===== src/rtl/rr_arb_pkg.sv =====
// ============================================================================
// rr_arb_pkg : shared types and constants for the 8-way round-robin arbiter
// Revision   : 1.0  initial release
// ============================================================================
`default_nettype none

package rr_arb_pkg;

  localparam int N_REQ = 8;
  localparam int IDX_W = 3;

  // Highest requester index; the pointer wraps to 0 after it.
  localparam logic [IDX_W-1:0] c_PTR_LAST = IDX_W'(N_REQ - 1);

  typedef enum logic [0:0] {
    IDLE = 1'b0,
    BUSY = 1'b1
  } state_t;

  function automatic logic [IDX_W-1:0] next_ptr(input logic [IDX_W-1:0] idx);
    return (idx == c_PTR_LAST) ? '0 : idx + IDX_W'(1);
  endfunction

endpackage

`default_nettype wire


===== src/rtl/rr_grant_encoder_8_if.sv =====
// ============================================================================
// rr_grant_encoder_8_if : request/grant bundle between requesters and arbiter
// Revision              : 1.0  initial release
// ============================================================================
`default_nettype none

interface rr_grant_encoder_8_if;
  import rr_arb_pkg::*;

  logic             en;
  logic [N_REQ-1:0] req;
  logic             done;
  logic [N_REQ-1:0] gnt;
  logic [IDX_W-1:0] gnt_idx;
  logic             gnt_valid;
  logic             timeout;

  modport master (
    output en, req, done,
    input  gnt, gnt_idx, gnt_valid, timeout
  );

  modport slave (
    input  en, req, done,
    output gnt, gnt_idx, gnt_valid, timeout
  );

endinterface

`default_nettype wire


===== src/rtl/rr_pick8.sv =====
// ============================================================================
// rr_pick8 : combinational round-robin picker, first set req bit from ptr up
// Revision : 1.0  initial release
// ============================================================================
`default_nettype none

module rr_pick8
  import rr_arb_pkg::*;
(
  input  wire logic [N_REQ-1:0] i_req,
  input  wire logic [IDX_W-1:0] i_ptr,
  output logic                  o_found,
  output logic [IDX_W-1:0]      o_idx
);

  logic [2*N_REQ-1:0] w_dbl;
  logic [N_REQ-1:0]   w_rot;
  logic [IDX_W-1:0]   w_off;

  // Doubling the vector turns the rotate into a plain shift.
  assign w_dbl = {i_req, i_req} >> i_ptr;
  assign w_rot = w_dbl[N_REQ-1:0];

  always_comb begin
    w_off = '0;
    for (int i = N_REQ - 1; i >= 0; i--) begin
      if (w_rot[i]) begin
        w_off = IDX_W'(i);
      end
    end
  end

  assign o_found = |i_req;
  assign o_idx   = w_off + i_ptr;

endmodule

`default_nettype wire


===== src/rtl/rr_grant_encoder_8.sv =====
// ============================================================================
// rr_grant_encoder_8 : round-robin arbiter with hold timeout, one-hot and
//                      encoded grant outputs
// Revision           : 1.0  initial release
// ============================================================================
`default_nettype none

module rr_grant_encoder_8
  import rr_arb_pkg::*;
#(
  parameter int MAX_HOLD = 16
) (
  input  wire logic           clk,
  input  wire logic           rst_n,
  rr_grant_encoder_8_if.slave bus
);

  localparam logic [7:0] c_MAX_HOLD = 8'(MAX_HOLD);

  state_t           r_state,    w_state_nxt;
  logic [IDX_W-1:0] r_ptr,      w_ptr_nxt;
  logic [7:0]       r_hold_cnt, w_hold_nxt;
  logic [N_REQ-1:0] r_gnt,      w_gnt_nxt;
  logic [IDX_W-1:0] r_gnt_idx,  w_idx_nxt;
  logic             r_valid,    w_valid_nxt;
  logic             r_timeout,  w_timeout_nxt;

  logic             w_found;
  logic [IDX_W-1:0] w_pick_idx;

  rr_pick8 u_pick (
    .i_req   (bus.req),
    .i_ptr   (r_ptr),
    .o_found (w_found),
    .o_idx   (w_pick_idx)
  );

  always_ff @(posedge clk) begin
    if (!rst_n) begin
      r_state    <= IDLE;
      r_ptr      <= '0;
      r_hold_cnt <= '0;
      r_gnt      <= '0;
      r_gnt_idx  <= '0;
      r_valid    <= 1'b0;
      r_timeout  <= 1'b0;
    end else begin
      r_state    <= w_state_nxt;
      r_ptr      <= w_ptr_nxt;
      r_hold_cnt <= w_hold_nxt;
      r_gnt      <= w_gnt_nxt;
      r_gnt_idx  <= w_idx_nxt;
      r_valid    <= w_valid_nxt;
      r_timeout  <= w_timeout_nxt;
    end
  end

  always_comb begin
    w_state_nxt   = r_state;
    w_ptr_nxt     = r_ptr;
    w_hold_nxt    = r_hold_cnt;
    w_gnt_nxt     = r_gnt;
    w_idx_nxt     = r_gnt_idx;
    w_valid_nxt   = r_valid;
    w_timeout_nxt = 1'b0;

    case (r_state)
      IDLE: begin
        w_gnt_nxt   = '0;
        w_idx_nxt   = '0;
        w_valid_nxt = 1'b0;
        w_hold_nxt  = '0;
        if (bus.en && w_found) begin
          w_gnt_nxt   = N_REQ'(1) << w_pick_idx;
          w_idx_nxt   = w_pick_idx;
          w_valid_nxt = 1'b1;
          w_hold_nxt  = 8'd1;
          w_state_nxt = BUSY;
        end
      end

      BUSY: begin
        if (!bus.en || bus.done || !bus.req[r_gnt_idx] || (r_hold_cnt == c_MAX_HOLD)) begin
          w_state_nxt = IDLE;
          w_gnt_nxt   = '0;
          w_idx_nxt   = '0;
          w_valid_nxt = 1'b0;
          w_hold_nxt  = '0;
          // An abort keeps the pointer; every other release rotates past the owner.
          if (bus.en) begin
            w_ptr_nxt     = next_ptr(r_gnt_idx);
            w_timeout_nxt = !bus.done && bus.req[r_gnt_idx];
          end
        end else begin
          w_hold_nxt = r_hold_cnt + 8'd1;
        end
      end

      default: w_state_nxt = IDLE;
    endcase
  end

  assign bus.gnt       = r_gnt;
  assign bus.gnt_idx   = r_gnt_idx;
  assign bus.gnt_valid = r_valid;
  assign bus.timeout   = r_timeout;

endmodule

`default_nettype wire


===== src/flat_wrapper.sv =====
// flat-port wrapper written by rule: the top's interface ports become plain ports
module rr_grant_encoder_8_flat import rr_arb_pkg::*;
#(
  parameter int MAX_HOLD = 16
)
  (clk, rst_n, bus_en, bus_req, bus_done, bus_gnt, bus_gnt_idx, bus_gnt_valid, bus_timeout);
  rr_grant_encoder_8_if bus_i ();
  input  wire logic clk;
  input  wire logic rst_n;
  input wire logic [$bits(bus_i.en)-1:0] bus_en;
  input wire logic [$bits(bus_i.req)-1:0] bus_req;
  input wire logic [$bits(bus_i.done)-1:0] bus_done;
  output wire logic [$bits(bus_i.gnt)-1:0] bus_gnt;
  output wire logic [$bits(bus_i.gnt_idx)-1:0] bus_gnt_idx;
  output wire logic [$bits(bus_i.gnt_valid)-1:0] bus_gnt_valid;
  output wire logic [$bits(bus_i.timeout)-1:0] bus_timeout;
  assign bus_i.en = bus_en;
  assign bus_i.req = bus_req;
  assign bus_i.done = bus_done;
  assign bus_gnt = bus_i.gnt;
  assign bus_gnt_idx = bus_i.gnt_idx;
  assign bus_gnt_valid = bus_i.gnt_valid;
  assign bus_timeout = bus_i.timeout;
  rr_grant_encoder_8 #(.MAX_HOLD(MAX_HOLD)) u_core (.clk(clk), .rst_n(rst_n), .bus(bus_i));
endmodule

===== config.mk =====
export PLATFORM = sky130hd
export DESIGN_NAME = rr_grant_encoder_8_flat
export DESIGN_NICKNAME = d
export VERILOG_FILES = /design/src/rtl/rr_arb_pkg.sv /design/src/rtl/rr_grant_encoder_8_if.sv /design/src/rtl/rr_pick8.sv /design/src/rtl/rr_grant_encoder_8.sv /design/src/flat_wrapper.sv
export SDC_FILE = /design/constraint.sdc
export NUM_CORES = 1
export LEC_CHECK = 0
export ABC_AREA = 1
export CAP_MARGIN = 20
export CORE_MARGIN = 4
export CORE_UTILIZATION = 40
export DETAILED_ROUTE_END_ITERATION = 8
export DONT_BUFFER_PORTS = 1
export PLACE_DENSITY_LB_ADDON = 0.12
export SLEW_MARGIN = 25
export SYNTH_ARGS = -nofsm -noshare
export SYNTH_HDL_FRONTEND = slang
export SYNTH_HIERARCHICAL = 1
export SYNTH_SLANG_ARGS = --single-unit

===== constraint.sdc =====
create_clock -name clk -period 4.3 [get_ports clk]
set_input_delay 0.86 -clock clk [delete_from_list [all_inputs] [get_ports clk]]
set_output_delay 0.86 -clock clk [all_outputs]
set_load 0.1 [all_outputs]

-- Yosys cells after proc, flatten, opt, wreduce, memory -nomap -nowiden
Index checks and enable logic that the tools add are counted.
W data, S select, Z words.
- register bits after elaboration: 25
- input port bits: 12
- output and inout port bits: 13
- logic and storage cells: 53
- add/sub/neg operators: 3
- magnitude comparators: 1
- equality and inequality tests: 3
- shift operators: 2
- mux-type cells: 25
- bitwise gates (word level): 1
- reduce and logical (&&, ||, !) cells: 11
- operator list (cell ; number):
    $mux W3 ; 11
    $pmux W8 S2 ; 2
    $mux W8 ; 3
    $shr A16 B3 Y8 ; 1
    $add A8 B1 Y8 const B ; 1
    $eq A8 B5 Y1 const B ; 1
    $reduce_or A8 Y1 ; 1
    $shl A1 B3 Y8 const A ; 1
    $pmux W3 S2 ; 1
    $mux W1 ; 5
    $lt A3 B4 Y1 const B ; 1
    $pmux W1 S2 ; 2
    $reduce_and A4 Y1 ; 1
    $add A3 B1 Y3 const B ; 1
    $add A3 B3 Y3 ; 1
    $bmux W1 S3 ; 1
    $eq A3 B3 Y1 const B ; 1
    $logic_not A1 Y1 ; 3
    $logic_or A1 B1 Y1 ; 3
    $reduce_and A3 Y1 ; 1
    $logic_and A1 B1 Y1 ; 2
    $ne A2 B2 Y1 const B ; 1
    $not A1 Y1 ; 1

-- Depth between registers and ports, before layout
- word-level depth: 13
- mapped depth: 26
- gate-level depth less buffers: 25

-- Modules after synthesis
The synthesis kept the hierarchy.
- modules (own cells, without submodules) (module ; times used ; cells an instance ; area each (um2) ; sequential area each (um2)):
    rr_grant_encoder_8 ; 1 ; 170 ; 1276.2 ; 500.5
    rr_pick8 ; 1 ; 98 ; 531.8 ; 0.0

-- Worst setup path before layout
OpenSTA, ideal clock, no wires.
- kind: input-to-reg
- start: input port bus_req[5]
- end: register u_core.r_gnt[7] (netlist: u_core/bus.gnt[7])
- setup time: 0.074 ns
- data arrival time: 2.906 ns
- slack: 1.320 ns
- cell stages on the path: 22
- path through: nand2_1 nand3_2 nand2_2 nand2_1 nand2_1 nand2_1 nand2_1 nand2_1 nand2_1 nand2_1 a21oi_1 ha_1 inv_1 fa_1 xor2_1 nand3b_1 nand2_1 inv_1 inv_1 nor2_1 inv_1 o22ai_2
- longest elaborated chain between the ends: 13
- elaborated cells on any way between the ends: 21
- ends and longest elaborated chain (what ; RTL line ; source):
    from (decl) ; flat_wrapper.sv:11 ; input wire logic [$bits(bus_i.req)-1:0] bus_req;
    $shr A16 B3 Y8 * ; rr_pick8.sv:21 ; assign w_dbl = {i_req, i_req} >> i_ptr;
    $mux W3 (7 in a row) ; rr_pick8.sv:27 ; if (w_rot[i]) begin
    $mux W3 * ; rr_pick8.sv:27 ;
    $add A3 B3 Y3 * ; rr_pick8.sv:34 ; assign o_idx = w_off + i_ptr;
    net u_core.w_pick_idx[2] ; rr_grant_encoder_8.sv:29 ; logic [IDX_W-1:0] w_pick_idx;
    $shl A1 B3 Y8 * ; rr_grant_encoder_8.sv:74 ; w_gnt_nxt = N_REQ'(1) << w_pick_idx;
    $mux W8 * ; rr_grant_encoder_8.sv:73 ; if (bus.en && w_found) begin
    $pmux W8 S2 * ; rr_grant_encoder_8.sv:67 ; case (r_state)
    to (signal assigned) ; rr_grant_encoder_8.sv:51 ; r_gnt <= w_gnt_nxt;
    to (decl) ; rr_grant_encoder_8.sv:23 ; logic [N_REQ-1:0] r_gnt, w_gnt_nxt;
The timed path passes the listed nets; every way through them passes the cells marked *. The select of a mux whose other input is x is not followed.
A chain may end at the register's enable or synchronous reset.

-- Worst setup path after layout
- start: register u_core.r_ptr[0]
- end: register u_core.r_gnt[7] (netlist: u_core/bus.gnt[7])
- longest elaborated chain between the ends: 13
- ends and longest elaborated chain (what ; RTL line ; source):
    from (decl) ; rr_grant_encoder_8.sv:21 ; logic [IDX_W-1:0] r_ptr, w_ptr_nxt;
    from (signal assigned) ; rr_grant_encoder_8.sv:49 ; r_ptr <= w_ptr_nxt;
    $shr A16 B3 Y8 ; rr_pick8.sv:21 ;
    $mux W3 (8 in a row) ; rr_pick8.sv:27 ;
    $add A3 B3 Y3 * ; rr_pick8.sv:34 ;
    net u_core.w_pick_idx[2] ; rr_grant_encoder_8.sv:29 ;
    $shl A1 B3 Y8 * ; rr_grant_encoder_8.sv:74 ;
    $mux W8 * ; rr_grant_encoder_8.sv:73 ;
    $pmux W8 S2 * ; rr_grant_encoder_8.sv:67 ;
The timed path passes the listed nets; every way through them passes the cells marked *.

==> results.cfg <==
[detailed_routing]
viasPerCell = 4.79
via_count = 1543
drc = 0
ant_nets = 0
dr.pass1.iters = 6
drt_wl_total_mm = 3.95
post_drt_wl_per_cell_um = 12.3
drtIter0Drc = 68

[sta]
slew_headroom = 0.337
finalCritPeriodShare = 0.746
fmax_mhz = 312
period_needed_ns = 3.21
rsz0062_at_grt = no
finalSetupViolCount = 0
clock-skew-final_ns = 0.0154
tns_ns = 0
slew_violations = 0
tightest_slew_ns = 0.993
hold_viol = 0

[clocking]
cts_tree = built
insertion_delay_ns = 0.27
cts_root_buffer = clkbuf_8
h-tree-depth = 1
clock_sinks = 25
cts-buffers-inserted = 3
postCtsSetupBuffers = 0
cts.path.max_buffers = 2
path_clk_slew_ns = 0.10
ctsHoldBuffers = 0
cts_resized = 0

[setup_path]
worst-path-max-fanout = 11
critPathKind = flip-flop to flip-flop
reg2reg_to = u_core/bus.gnt[7]
crit_path_end_kind = flip-flop
cp.required_ns = 4.47
rr_startpoint = u_core/r_ptr[0]
cp-start-kind = flip-flop
ff2ff_setup_slack_ns = 1.09
rr_worst_depth = 23
worstPathArrival_ns = 3.38

[pwr]
irDropWorstVdd_mv = 0.161
p_total_uw = 566
power_density_nw_per_um2 = 299
p_leak_nw = 0.850

[worst_hold_path]
hp-class = flip-flop to flip-flop
min_delay_path_depth = 1
whs_endpoint = u_core/r_hold_cnt[0]
worstHoldStart = u_core/r_hold_cnt[0]

[floorplan]
die_h_um = 75.2
fp.dieW_um = 75.2
num_rows = 24
core_um2 = 4350
ios = 25
start_util = 0.415
die_area_um2 = 5660

[synthesis]
synthTopCellsByArea = dfxtp_1 (28%), nand2_1 (17%), inv_1 (7.9%), nand3_1 (7.5%), nand2_2 (4.8%)
synth_cells = 268
synth.avg_cell_area_um2 = 6.75
synthDistinctLibCells = 32
yosysWarnings = 6
syn_nets = 286
syn_area_um2 = 1810
synth_top_area_share = 0.277
synth.top_cells.by_count = nand2_1 (82), inv_1 (38), nand3_1 (27), dfxtp_1 (25), nor2_1 (18)
yosysSeqAreaShare = 0.277
synth_ff_type = dfxtp_1
ys_ff_latch = 25
synth_top_area_cell = dfxtp_1
synth_edf_count = 0
yosysMostFrequentCell = nand2_1
async_flop_share = 0

[place]
dp.final_hpwl_mm = 3.11
gp_congestion = 0.828
io_buffers = 0

[global_routing]
grtUsageMet1 = 0.194
met3_usage = 0.0320
grtUsageTotal = 0.155
grt_pass1_wl_mm = 6.78
grt_max_degree = 21
grt.met2_usage = 0.271
grt_pass1_vias = 1456
antenna_found_initial = 0
grt_overflow = 0
top_usage_layer = met2

[final_layout]
drive_gt1_frac = 0.200
n_antenna_cell = 0
syn_to_final_growth_pct = 4.84
final_nets = 289

[outcome]
status = finished clean

[run]
drv_cap = 0
[final cells by class]
cell class / instances / area (um^2)
Tap cell: 52 / 65.1
Timing Repair Buffer: 3 / 22.5
Sequential cell: 25 / 500
Multi-Input combinational cell: 191 / 1070
Inverter: 47 / 186
Clock inverter: 1 / 7.51
Fill cell: 464 / 2460
Clock buffer: 3 / 41.3
[metal layers]
layer / vias to the layer above / routed length [um]
li1: 847 / -
met1: 683 / 1810
met4: 0 / 33
met5: - / 0
met2: 11 / 1990
met3: 2 / 125
[sequential cells by signal, summed over array words and instances, names as in the netlist]
name                  flops
u_core/r_hold_cnt         8
u_core/bus.gnt_idx        3
u_core/r_ptr              3
u_core/r_state            1
u_core/bus.timeout        1
u_core/bus.gnt_valid      1
u_core/bus.gnt            8
[kinds of logic after synthesis]
| logic type | after synthesis | synth area share |
|---|---|---|
| buf+inv | 52 | 0.130 |
| compound gates | 18 | 0.0893 |
| fa+ha+maj | 6 | 0.0457 |
| xor+xnor | 4 | 0.0194 |
| flops | 25 | 0.277 |
| simple gates | 163 | 0.439 |
[report_power, final]
group | switching [mW] | internal (mW)
sequential | 0.0405 | 0.240
clock | 0.0754 | 0.0656
combinational | 0.0973 | 0.0476
[worst max-delay path by stage]
stage / slack [ns] / startpoint / cells after the start / to
finish: 1.09 / u_core/r_ptr[0] / 23 / u_core/bus.gnt[7]
global route: 0.74 / u_core/r_ptr[0] / 23 / u_core/bus.gnt[6]
CTS: 1.11 / u_core/r_ptr[0] / 21 / u_core/bus.gnt[7]
detailed placement: 1.01 / bus_req[5] / 24 / u_core/bus.gnt[6]
global placement: 1.06 / bus_req[5] / 24 / u_core/bus.gnt[6]
floorplan: 1.32 / bus_req[5] / 22 / u_core/bus.gnt[7]
[critical path: stages, from the launching register on]
cell and delay, ns:
dfxtp_1 0.69, inv_8 0.10, nand2_2 0.10, nand3_2 0.05, nand2_1 0.11, nand2_1 0.08
nand2_1 0.08, nand2_1 0.05, nand2_1 0.05, nand2_1 0.04, nand2_1 0.05, nand2_1 0.04
a21oi_1 0.14, ha_1 0.16, inv_1 0.05, fa_1 0.37, xor2_1 0.17, nand3b_1 0.13
nand2_1 0.05, inv_1 0.06, inv_1 0.07, nor2_1 0.21, inv_1 0.11, o22ai_2 0.15
[stage by stage]
| stage | cells | hold slack [ns] | setup slack (ns) | util | instance area (um^2) |
|---|---|---|---|---|---|
| floorplan | 268 | 0.453 | 1.32 | - | 1810 |
| global placement | 318 | 0.491 | 1.06 | 0.424 | 1850 |
| global route | 322 | 0.529 | 0.742 | 0.435 | 1900 |
| CTS | 322 | 0.512 | 1.11 | 0.435 | 1900 |
| detailed placement | 318 | 0.493 | 1.01 | 0.424 | 1850 |
| finish | 322 | 0.506 | 1.09 | 0.435 | 1900 |
[cells in the final DEF (no fill, tap or decap)]
| master | count |
|---|---|
| fa_1 | 1 |
| a21oi_1 | 4 |
| inv_1 | 38 |
| o21ai_2 | 3 |
| nand2_2 | 14 |
| o31ai_1 | 1 |
| o21bai_1 | 1 |
| o21a_1 | 1 |
| nand4_4 | 1 |
| xor2_1 | 3 |
| nor3_2 | 2 |
| a21oi_2 | 2 |
| inv_4 | 1 |
| inv_2 | 7 |
| inv_8 | 1 |
| o22ai_2 | 6 |
| or2_2 | 1 |
| nand3b_1 | 2 |
| nand2_1 | 82 |
| nand2_4 | 1 |
| buf_4 | 3 |
| nor2_2 | 1 |
| xnor2_1 | 1 |
| nand4_1 | 5 |
| nand3_2 | 6 |
| nor2_1 | 18 |
| nor4_1 | 2 |
| dfxtp_1 | 25 |
| clkinvlp_4 | 1 |
| nand3_1 | 27 |
| nor2_4 | 1 |
| ha_1 | 5 |
| clkbuf_8 | 3 |
No activity file was read; power rests on OpenSTA's default activity.
